==> src/rtl/din_debounce.sv <==
// rtl/din_debounce.sv - synchronise and debounce a raw level; optional DIN_DEBOUNCE_GLITCH_CNT_EN adds a bounce counter
module din_debounce #(
    parameter int SYNC_STAGES = 2,
    parameter int STABLE_CNT  = 8,
    parameter int CNT_W       = 4
) (
    input  logic       clk,
    input  logic       reset,
    input  logic       din_async,
    input  logic       en,
    output logic       dout,
    output logic       rise,
    output logic       fall,
    output logic       busy
`ifdef DIN_DEBOUNCE_GLITCH_CNT_EN
    ,
    output logic [7:0] glitch_cnt
`endif
);

    localparam logic S_STABLE = 1'b0;
    localparam logic S_FILTER = 1'b1;

    localparam logic [CNT_W-1:0] CNT_ONE  = CNT_W'(1);
    localparam logic [CNT_W-1:0] CNT_LAST = CNT_W'(STABLE_CNT - 1);

    logic [SYNC_STAGES-1:0] sync_chain_q;
    logic                   sync_q;

    logic             state_q, state_d;
    logic [CNT_W-1:0] cnt_q, cnt_d;
    logic             dout_q, dout_d;
    logic             rise_q, rise_d;
    logic             fall_q, fall_d;
    logic             busy_q;

    // Synchroniser shift chain; runs regardless of en so the filter sees fresh samples on resume
    always_ff @(posedge clk) begin
        if (reset) begin
            sync_chain_q <= '0;
        end else begin
            sync_chain_q <= {sync_chain_q[SYNC_STAGES-2:0], din_async};
        end
    end

    assign sync_q = sync_chain_q[SYNC_STAGES-1];

    // Filter next-state: a difference must persist for STABLE_CNT enabled samples before dout follows
    always_comb begin
        state_d = state_q;
        cnt_d   = cnt_q;
        dout_d  = dout_q;
        rise_d  = 1'b0;
        fall_d  = 1'b0;
        if (en) begin
            case (state_q)
                S_STABLE: begin
                    if (sync_q != dout_q) begin
                        state_d = S_FILTER;
                        cnt_d   = CNT_ONE;
                    end else begin
                        cnt_d   = '0;
                    end
                end
                S_FILTER: begin
                    if (sync_q == dout_q) begin
                        state_d = S_STABLE;
                        cnt_d   = '0;
                    end else if (cnt_q == CNT_LAST) begin
                        dout_d  = sync_q;
                        rise_d  = sync_q;
                        fall_d  = ~sync_q;
                        state_d = S_STABLE;
                        cnt_d   = '0;
                    end else begin
                        cnt_d   = cnt_q + CNT_ONE;
                    end
                end
                default: begin
                    state_d = S_STABLE;
                    cnt_d   = '0;
                end
            endcase
        end
    end

    // Filter state, level and strobe registers
    always_ff @(posedge clk) begin
        if (reset) begin
            state_q <= S_STABLE;
            cnt_q   <= '0;
            dout_q  <= 1'b0;
            rise_q  <= 1'b0;
            fall_q  <= 1'b0;
            busy_q  <= 1'b0;
        end else begin
            state_q <= state_d;
            cnt_q   <= cnt_d;
            dout_q  <= dout_d;
            rise_q  <= rise_d;
            fall_q  <= fall_d;
            busy_q  <= (state_d == S_FILTER);
        end
    end

    assign dout = dout_q;
    assign rise = rise_q;
    assign fall = fall_q;
    assign busy = busy_q;

`ifdef DIN_DEBOUNCE_GLITCH_CNT_EN
    logic       bounce;
    logic [7:0] glitch_q;

    assign bounce = en && (state_q == S_FILTER) && (sync_q == dout_q);

    // Saturating count of rejected bounces
    always_ff @(posedge clk) begin
        if (reset) begin
            glitch_q <= 8'd0;
        end else if (bounce && (glitch_q != 8'hFF)) begin
            glitch_q <= glitch_q + 8'd1;
        end
    end

    assign glitch_cnt = glitch_q;
`endif

endmodule

==> config.mk <==
export PLATFORM = sky130hd
export DESIGN_NAME = din_debounce
export DESIGN_NICKNAME = d
export VERILOG_FILES = /design/src/rtl/din_debounce.sv
export SDC_FILE = /design/constraint.sdc
export NUM_CORES = 1
export LEC_CHECK = 0
export BUFFER_PORTS_ARGS = -buffer_cell sky130_fd_sc_hd__buf_2
export CAP_MARGIN = 5
export CORE_AREA = 2 2 39 41
export DETAILED_ROUTE_END_ITERATION = 8
export DIE_AREA = 0 0 41 43
export GPL_TIMING_DRIVEN = 0
export PLACE_DENSITY = 0.47
export SLEW_MARGIN = 20
export SYNTH_ARGS = -nofsm -noshare
export SYNTH_HDL_FRONTEND = slang
export SYNTH_SLANG_ARGS = --single-unit
==> constraint.sdc <==
create_clock -name clk -period 1.9 [get_ports clk]
set_input_delay 0.38 -clock clk [delete_from_list [all_inputs] [get_ports clk]]
set_output_delay 0.38 -clock clk [all_outputs]
set_load 0.005 [all_outputs]
==> out/qor.csv <==
metric,value,unit
cts-resized-gates,0,
dp.cells,66,
peakVddDrop,0.4707,mV
clkSinkCount,10,
p_per_area,807.6,nW/um2
drc,0,
wl_per_cell,10.47,um
critPathArrivalTime,1.56,ns
io_pins,8,
cts_buffer_depth,2,
drv_cap,0,
end_kind,register,
critical_path_buf_inv_count,0,
reg2reg_depth,4,
dieArea,1763,um2
ys_types,21,
yosysTopAreaCell,dfxtp_1,
place_congestion,0.7145,
fp.dieH,43,um
cp_cell_sequence,"ha_1, nand2_1, or3_4, nor4b_2",
status,finished clean,
slew_violations,0,
num_rows,14,
area_delta_synth_final,21.10,%
fmax,0.7243,GHz
place_hpwl,534.5,um
ant_nets,0,
cts.clk_slew.worst_paths,0.07,ns
reg2reg_setup_slack,0.52,ns
finalHoldViolCount,0,
antenna_found_initial,0,
synthCells,43,
routed_wl,733,um
slowest_delay,0.40,ns
vias,330,
port_buffers,7,
max_slew_margin,68.77,%
antenna_cells,0,
hp-class,primary input to register,
layout_commonest_cell,dfxtp_1,
postSynthAreaPerCell,10.07,um2
endpoint,fall,
cts_htree_levels,1,
ys_warn_count,0,
cts_tree,yes,
syn_nets,48,
finClkSkew,0.008840,ns
ys_seq_elements,10,
drive_above_1_share,27.78,%
worst_pin_slew,0.4685,ns
finalNonFillerCells,70,
core,1384,um2
root_buffer,clkbuf_4,
worst_path_max_delay_cell,or3_4,
syn-cell-area,432.9,um2
fin_crit_sh,72.67,%
numCtsBuffers,3,
setup_viol,0,
die_w,41,um
grt_pass1_wl,1138,um
critPathLaunchType,register,
initial_utilization,31.28,%
synth_top_area_share,46.24,%
cp_top_family,simple AND/OR/NAND/NOR gates,
drtIter0Drc,3,
overflow,0,
worstReg2RegStart,cnt_q[0],
final_cell_mix,"dfxtp_1, buf_2, nand2_1",
crit_fanout,4,
grt_max_degree,11,
grt_usage,9.859,%
required,2.08,ns
reg2reg_to,fall,
clk_latency,0.26,ns
synthTopCellsByArea,"dfxtp_1, nor4b_2, nand2_1",
nFillCells,140,
vias_per_cell,4.714,
crit_start,cnt_q[0],
cts_hold_buf,0,
seq_area_frac_synth,46.24,%
leakage,0.2099,nW
grt_pass1_vias,274,
first_pass_iters,2,
rsz0062_at_grt,false,
nNetsFinal,60,
setup-tns-final,0,ns
critical_path_depth,4,
worstSetupPathType,register to register,
period_minus_slack,1.381,ns
post_cts_buffers,0,
==> cell families after synthesis <==
logic type	share of synthesized area, %
adders and majority gates	2.890
DFF	46.24
xor gates and xnor gates	4.047
and+or+nand+nor	30.64
buffers and inverters	1.732
muxes	2.312
AOI/OAI and AO/OA	12.14
==> through the flow <==
| step | area, um2 | total power [mW] | hold slack [ns] | setup slack (ns) | utilization (%) |
|---|---|---|---|---|---|
| after CTS | 524.3 | 0.4335 | 0.3221 | 0.5148 | 37.88 |
| after global placement | 488.0 | 0.2388 | 0.4166 | 0.5655 | 35.26 |
| after detailed placement | 488.0 | 0.2389 | 0.4274 | 0.5415 | 35.26 |
| after floorplan | 432.9 | 0.2306 | 0.4138 | 0.6481 | - |
| after global routing | 524.3 | 0.4434 | 0.3491 | 0.4179 | 37.88 |
| final | 524.3 | 0.4234 | 0.3310 | 0.5193 | 37.88 |
==> final cells by class <==
class	instances	area (um2)	share of cell area [%]
timing repair buffer	7	35.03	6.683
inverter	1	3.754	0.7160
buffer	1	3.754	0.7160
tap	16	20.02	3.819
sequential	10	200.2	38.19
multi-input combinational	31	225.2	42.96
clock buffer	4	36.28	6.921
==> report_power, final <==
part           internal, mW  switching, mW
clock                 0.116         0.0734
combinational       0.00780         0.0107
sequential            0.212        0.00276
==> worst min path at each step <==
stage,startpoint,endpoint,slack (ns),cells past startpoint
final,din_async,sync_chain_q[0],0.33,2
after global routing,din_async,sync_chain_q[0],0.35,2
after CTS,din_async,sync_chain_q[0],0.32,2
after detailed placement,sync_chain_q[0],sync_chain_q[1],0.43,1
after global placement,sync_chain_q[0],sync_chain_q[1],0.42,1
after floorplan,sync_chain_q[0],sync_chain_q[1],0.41,1
==> registers in the layout, indices dropped and copies added, names as in the netlist <==
signal        count
rise              1
busy              1
dout              1
fall              1
cnt_q             4
sync_chain_q      2
==> synthesized netlist by cell type <==
cell type  instances
o211ai_1           2
and3b_1            1
o22ai_1            1
nor4b_2            2
o32ai_1            1
nor2b_1            3
or3_4              1
or2b_1             1
a211oi_1           1
a21oi_1            2
xor2_1             2
nand2_1            5
ha_1               1
clkbuf_1           1
nand2b_1           3
and2_1             1
dfxtp_1           10
inv_2              1
o21ai_1            1
mux2i_1            1
nand4_1            2
==> per-layer routing <==
layer  up-vias  track usage, %  routed length (um)
met3         0           7.853                  42
met4         0           2.000                   0
met5         -               0                   0
met1       146           11.97                 364
li1        177               -                   -
met2         7           13.44                 325
Power figures use the tool's default switching activity.
